==> config.mk <==
export PLATFORM = sky130hd
export DESIGN_NAME = seq_divider
export DESIGN_NICKNAME = d
export VERILOG_FILES = /design/src/rtl/seq_divider.sv
export SDC_FILE = /design/constraint.sdc
export NUM_CORES = 1
export LEC_CHECK = 0
export ABC_AREA = 1
export BUFFER_PORTS_ARGS = -buffer_cell sky130_fd_sc_hd__buf_4
export CAP_MARGIN = 0
export CORE_MARGIN = 2
export CORE_UTILIZATION = 50
export CTS_BUF_LIST = sky130_fd_sc_hd__clkbuf_2 sky130_fd_sc_hd__clkbuf_4 sky130_fd_sc_hd__clkbuf_8
export CTS_CLUSTER_SIZE = 20
export DETAILED_ROUTE_END_ITERATION = 8
export GPL_ROUTABILITY_DRIVEN = 0
export PLACE_DENSITY = 0.65
export SYNTH_ARGS = -nofsm -noshare
export SYNTH_HDL_FRONTEND = slang
export SYNTH_SLANG_ARGS = --single-unit
==> constraint.sdc <==
create_clock -name clk -period 5.3 [get_ports clk]
set_input_delay 0.795 -clock clk [delete_from_list [all_inputs] [get_ports clk]]
set_output_delay 0.795 -clock clk [all_outputs]
set_load 0.03 [all_outputs]
==> src/rtl/seq_divider.sv <==
// Sequential restoring divider: one quotient bit per clock, MSB first.
// Handles unsigned and signed (truncating) division with a fixed
// WIDTH+1 edge latency from start to result, including divide by zero.
module seq_divider #(
    parameter int WIDTH = 32
) (
    input  logic             clk,
    input  logic             reset,
    input  logic             start,
    input  logic [WIDTH-1:0] rn,
    input  logic [WIDTH-1:0] rm,
    input  logic             mode,
    output logic [WIDTH-1:0] y,
    output logic [WIDTH-1:0] rem,
    output logic             busy,
    output logic             done
);

    typedef enum logic [1:0] {
        S_IDLE,
        S_RUN,
        S_DONE
    } state_t;

    localparam logic [5:0] LAST_STEP = 6'(WIDTH - 1);

    state_t           r_state;
    state_t           w_state_next;
    logic [5:0]       r_count;
    logic [WIDTH-1:0] r_quo;      // dividend bits shifted out, quotient bits shifted in
    logic [WIDTH-1:0] r_part;     // partial remainder
    logic [WIDTH-1:0] r_div;      // divisor magnitude
    logic [WIDTH-1:0] r_rn;       // original dividend, returned as rem on divide by zero
    logic             r_neg_q;
    logic             r_neg_r;
    logic [WIDTH-1:0] r_y;
    logic [WIDTH-1:0] r_rem;

    logic             w_load;
    logic             w_last;
    logic [WIDTH-1:0] w_rn_mag;
    logic [WIDTH-1:0] w_rm_mag;
    logic [WIDTH:0]   w_shift;
    logic             w_ge;
    logic [WIDTH-1:0] w_sub;
    logic [WIDTH-1:0] w_part_next;
    logic [WIDTH-1:0] w_quo_next;
    logic [WIDTH-1:0] w_y_final;
    logic [WIDTH-1:0] w_rem_final;

    // Operands are only accepted outside RUN, so a running division is never disturbed.
    assign w_load   = start && (r_state != S_RUN);
    assign w_last   = (r_state == S_RUN) && (r_count == LAST_STEP);
    assign w_rn_mag = (mode && rn[WIDTH-1]) ? -rn : rn;
    assign w_rm_mag = (mode && rm[WIDTH-1]) ? -rm : rm;

    // One restoring step: the partial remainder stays below the divisor, so the
    // difference always fits in WIDTH bits when the subtraction is taken.
    assign w_shift     = {r_part, r_quo[WIDTH-1]};
    assign w_ge        = w_shift >= {1'b0, r_div};
    assign w_sub       = w_shift[WIDTH-1:0] - r_div;
    assign w_part_next = w_ge ? w_sub : w_shift[WIDTH-1:0];
    assign w_quo_next  = {r_quo[WIDTH-2:0], w_ge};

    // Sign correction of the final step, with divide by zero forced to y=0, rem=rn.
    always_comb begin
        // NOTE: every always_comb output gets a default first so no path can infer a latch.
        w_y_final   = w_quo_next;
        w_rem_final = w_part_next;
        if (r_div == '0) begin
            w_y_final   = '0;
            w_rem_final = r_rn;
        end else begin
            if (r_neg_q) w_y_final   = -w_quo_next;
            if (r_neg_r) w_rem_final = -w_part_next;
        end
    end

    // State register.
    always_ff @(posedge clk) begin
        // NOTE: sequential state uses non-blocking assignments so all flops update together.
        if (reset) r_state <= S_IDLE;
        else       r_state <= w_state_next;
    end

    // Next-state logic: IDLE -> RUN on start, RUN for WIDTH steps, DONE for one cycle.
    always_comb begin
        w_state_next = r_state;
        case (r_state)
            S_IDLE:  if (start) w_state_next = S_RUN;
            S_RUN:   if (w_last) w_state_next = S_DONE;
            S_DONE:  w_state_next = start ? S_RUN : S_IDLE;
            default: w_state_next = S_IDLE;
        endcase
    end

    // Datapath: capture operands on load, iterate in RUN, publish results on the last step.
    always_ff @(posedge clk) begin
        if (reset) begin
            r_count <= '0;
            r_quo   <= '0;
            r_part  <= '0;
            r_div   <= '0;
            r_rn    <= '0;
            r_neg_q <= 1'b0;
            r_neg_r <= 1'b0;
            r_y     <= '0;
            r_rem   <= '0;
        end else if (w_load) begin
            r_count <= '0;
            r_quo   <= w_rn_mag;
            r_part  <= '0;
            r_div   <= w_rm_mag;
            r_rn    <= rn;
            r_neg_q <= mode && (rn[WIDTH-1] ^ rm[WIDTH-1]);
            r_neg_r <= mode && rn[WIDTH-1];
        end else if (r_state == S_RUN) begin
            r_count <= r_count + 6'd1;
            r_quo   <= w_quo_next;
            r_part  <= w_part_next;
            if (w_last) begin
                r_y   <= w_y_final;
                r_rem <= w_rem_final;
            end
        end
    end

    assign y    = r_y;
    assign rem  = r_rem;
    assign busy = (r_state == S_RUN);
    assign done = (r_state == S_DONE);

endmodule

== Yosys cells after proc, flatten, opt, wreduce, memory -nomap -nowiden ==
Index checks and enable logic that the tools add are counted.
Operators by class
  add/subtract/negate cells: 6
  $lt $le $gt $ge: 1
  eq/ne operators: 6
  multiplexer cells: 13
  bitwise gates (word level): 2
  reductions and logical operators: 11
Operators with widths (number)
  $mux W32: 9
  $neg A32 Y32: 4
  $ge A33 B32 Y1: 1
  $logic_not A32 Y1: 1
  $sub A32 B32 Y32: 1
  $add A6 B1 Y6 const B: 1
  $eq A6 B5 Y1 const B: 1
  $pmux W2 S3: 1
  $logic_and A1 B1 Y1: 5
  $mux W2: 2
  $ne A2 B1 Y1 const B: 2
  $reduce_and A3 Y1: 1
  $eq A2 B1 Y1 const B: 1
  $eq A2 B2 Y1 const B: 1
  $logic_not A2 Y1: 1
  $ne A2 B2 Y1 const B: 1
  $reduce_and A2 Y1: 1
  $reduce_bool A2 Y1: 1
  $reduce_or A2 Y1: 1
  $mux W1: 1
  $not A1 Y1: 1
  $xor A1 B1 Y1: 1
Storage, ports and cells
  register bits after elaboration: 202
  bits of input ports: 68
  output and inout port bits: 66

== Logic depth before layout (Yosys ltp) ==
  depth after elaboration: 5
  depth in mapped cells: 29
  gate-level depth less buffers: 27

== Least setup slack after synthesis ==
No wires, ideal clock.
  path kind: reg-to-reg
  start: register r_part[6]
  end: register r_y[30] (netlist: y[30])
  library setup time: 132 ps
  data arrival time: 3518 ps
  data required time: 5168 ps
  path slack: 1649 ps
  stages on the path, launching flop included: 27
  path buffers: 2
  clock period less this slack: 3651 ps
  cells stage by stage: dfxtp_1 ha_1 nand2_2 inv_2 a21oi_2 nand3_2 nand2_2 nand2_4 nand2_4 nand2_4 buf_8 inv_2 buf_6 ha_1 inv_1 nor3_1 nor3b_2 nand2_1 nor3_1 nand2_1 nand2_1 o21ai_1 a21oi_1 o21ai_0 nor3_1 nand3b_1 a21oi_1
Between the ends
  word-level cells in the longest chain between the ends: 4
RTL lines
  from (decl): line 31  | logic [WIDTH-1:0] r_part;
  from (signal assigned): line 120  | r_part <= w_part_next;
  $ge A33 B32 Y1: line 60  | assign w_ge = w_shift >= {1'b0, r_div};
  $neg A32 Y32: line 74  | if (r_neg_q) w_y_final = -w_quo_next;
  $mux W32: line 74
  $mux W32: line 70  | if (r_div == '0) begin
  to (signal assigned): line 122  | r_y <= w_y_final;
  to (decl): line 36  | logic [WIDTH-1:0] r_y;
No other way between the ends.
A chain may end at the register's enable or synchronous reset.

== Worst setup path in the final report ==
Same ends and word-level chain as after synthesis.

==> out/summary.txt <==
Syn. warnings: 0
CP Data Arrival Time: 4.97 ns
Max transition margin: 26.4%
Dpl hpwl: 37800 µm
Fin crit share: 85.7%
Die Y: 170 µm
Routed vias/inst: 5.74
Fillers: 2704
Residual DRC: 0
WL met1: 21800 µm
Metal3 WL: 5690 µm
Setup total negative slack: 0 ns
Critical Path Start Type: flip-flop
Critical Path Fanout Max: 21
Crit-path cells: ha_1, nand2_2, inv_2, a21oi_2, nand3_2, nand2_2, nand2_4, nand2_4, nand2_4, inv_2, ha_1, inv_1, nor3_1, nor3b_2, nand2_1, nor3_1, nand2_1, nand2_1, o21ai_1, a21oi_1, o21ai_0, nor3_1, nand3b_1, a21oi_1
Switching Fraction: 41.8%
H-tree Lvls: 2
Setup violators final: 0
Number of setup buffers added after CTS: 0
Slowest CP cell: ha_1
Root Buffer: clkbuf_8
Final WL: 50300 µm
Ports placed on the boundary: 134
CTS hold repair buffers: 0
Largest net degree at the start of global routing: 79
Synth async-reset ratio: 0%
Routed Antenna Nets: 0
Worst hold path type: reg2reg
Starting density of the core: 51.0%
Port Buffers: 133
First-pass GRT wire length: 77800 µm
Worst-Margin Slew: 1.10 ns
Synth area leader: dfxtp_1
Switch Pwr: 2.28 mW
Worst-path clk slew: 0.06 ns
Most common cell after layout, fill and taps aside: nand2_1
Top-area cell type share of the netlist area: 29.4%
Max Clk Rate: 220 MHz
EDFF count, synth: 0
Status: finished clean
Main synth FF type: dfxtp_1
Max Used Layer: met5
Vias in the first global route: 14100
Flops & latches, synth: 202
Crit path time final: 4.54 ns
Hold WS: 0.460 ns
Die width: 170 µm
CTS Buffer Depth: 3
Crit Path Class: reg2reg
WL/cell: 19.0 µm
Reg power frac: 31.0%
Detailed-route via count: 15200
VDD IR max: 213 µV
# clock sinks: 202
Kind of cell adding the most delay to the critical path: simple AND/OR/NAND/NOR gates
Int Pwr: 3.18 mW
Gate power share: 38.7%
Initial antenna violation count: 1
Area contributors post-synth: dfxtp_1 (29%), nand2_1 (15%), inv_1 (7.6%), a21oi_1 (5.9%), nor2_1 (5.5%)
CTS tree: built
Mapped Area: 13800 µm²
GR Util All Layers: 34.7%
Post-synthesis sequential area ratio: 29.4%
P&R area growth vs syn: 14.2%
Crit-path max cell delay: 0.38 ns
Final Hold Vio Count: 0
Nets: 2392
Clk Latency, worst-skew pair: 0.56 ns
Synthesized instance count: 2185
Commonest cells after routing, fill and taps aside: nand2_1 (562), inv_1 (279), dfxtp_1 (202), nor2_1 (198), a21oi_1 (163)
Fraction of layout cells with a size suffix above 1: 13.4%
PD cells: 347 nW/µm²
Synth Net Count: 2291
RSZ-0062 raised after global routing: no
CP bufs+invs: 3
Num CTS Buffers: 39
Diodes inserted: 0
Max-cap violations: 0
Leak: 7.51 nW
Rows: 60
CP Capture Type: flip-flop
Fin Clk Skew: 0.0248 ns
Clock share of power: 30.3%
DR pass1 iterations: 6
Max-slew violations: 0
Total congestion overflow: 0
Mean Syn Cell Area: 6.29 µm²
Die area: 28800 µm²
WL met2: 21000 µm
Post-CTS sizing: 0
Yosys cell types: 55
Critical Path RT: 5.73 ns
Iter 0 DRT Violations: 1735
Core Region: 27000 µm²
-- routing by layer --
layer | up-vias | GRT usage [%]
met4 | 2 | 12.6
met2 | 771 | 52.0
met3 | 119 | 9.70
li1 | 7380 | -
met1 | 6935 | 47.5
met5 | - | 0
-- path summary, 6_finish.rpt --
check / cells after the start / from / endpoint / slack [ns]
min reg2reg: 2 / r_rn[12]$_SDFFE_PP0P_ / r_rn[12]$_SDFFE_PP0P_ / 0.46
max: 24 / r_part[6]$_SDFFE_PP0P_ / y[30]$_SDFFE_PP0P_ / 0.76
max reg2reg: 24 / r_part[6]$_SDFFE_PP0P_ / y[30]$_SDFFE_PP0P_ / 0.76
min: 2 / r_rn[12]$_SDFFE_PP0P_ / r_rn[12]$_SDFFE_PP0P_ / 0.46
-- power groups by stage --
stage	Sequential, mW	Combinational, mW	Clock [mW]
global placement	1.72	2.04	0
global route	1.70	2.33	1.74
floorplan	1.68	1.50	0
CTS	1.69	2.06	1.67
finish	1.69	2.11	1.65
detailed placement	1.72	2.05	0
-- kinds of logic after synthesis --
group	Yosys count	share of synthesized area (%)
xor+xnor	44	2.80
buf+inv	384	11.1
fa+ha+maj	38	3.51
simple gates	1050	33.6
compound gates	467	19.7
flops	202	29.4
-- synthesized netlist by cell type (all sizes together) (8+ instances only) --
library cell and instances:
nand3 127, nand3b 9, inv 287, xnor2 18, buf 18, dfxtp 202
nand2 584, nor2 226, o221ai 8, clkbuf 71, a31oi 19, nand4 29
nor4 16, a21oi 171, clkinv 8, o21ai 162, nor3 45, xor2 26
o211ai 51, ha 37, o22ai 17
-- sequential cells by signal, indices dropped and copies added (netlist names) --
signal,count
r_part,32
r_rn,32
rem,32
r_state,2
r_quo,32
r_neg_r,1
r_neg_q,1
r_div,32
r_count,6
y,32
-- through the flow --
| stage | utilization, % | std cells | area, µm² | setup slack, ns | power (mW) |
|---|---|---|---|---|---|
| global route | 58.3 | 2650 | 15700 | 0.278 | 5.77 |
| global placement | 55.3 | 2586 | 14900 | 0.967 | 3.76 |
| floorplan | - | 2185 | 13800 | 1.65 | 3.19 |
| finish | 58.3 | 2650 | 15700 | 0.757 | 5.46 |
| CTS | 58.3 | 2650 | 15700 | 0.816 | 5.42 |
| detailed placement | 55.3 | 2586 | 14900 | 0.811 | 3.77 |
-- tightest hold or removal path: stages (launching register included) --
cell	delay, ns
dfxtp_1	0.30
inv_1	0.06
a21oi_1	0.05
-- final cells by class --
type,instances,area [µm²],share of cell area [%]
sequential,202,4040,25.7
clock inverter,9,114,0.725
multi-input combinational,1599,8210,52.2
timing repair buffer,149,1120,7.12
tap,341,427,2.72
clock buffer,55,694,4.42
inverter,295,1110,7.05
(Power assumes the default switching activity.)
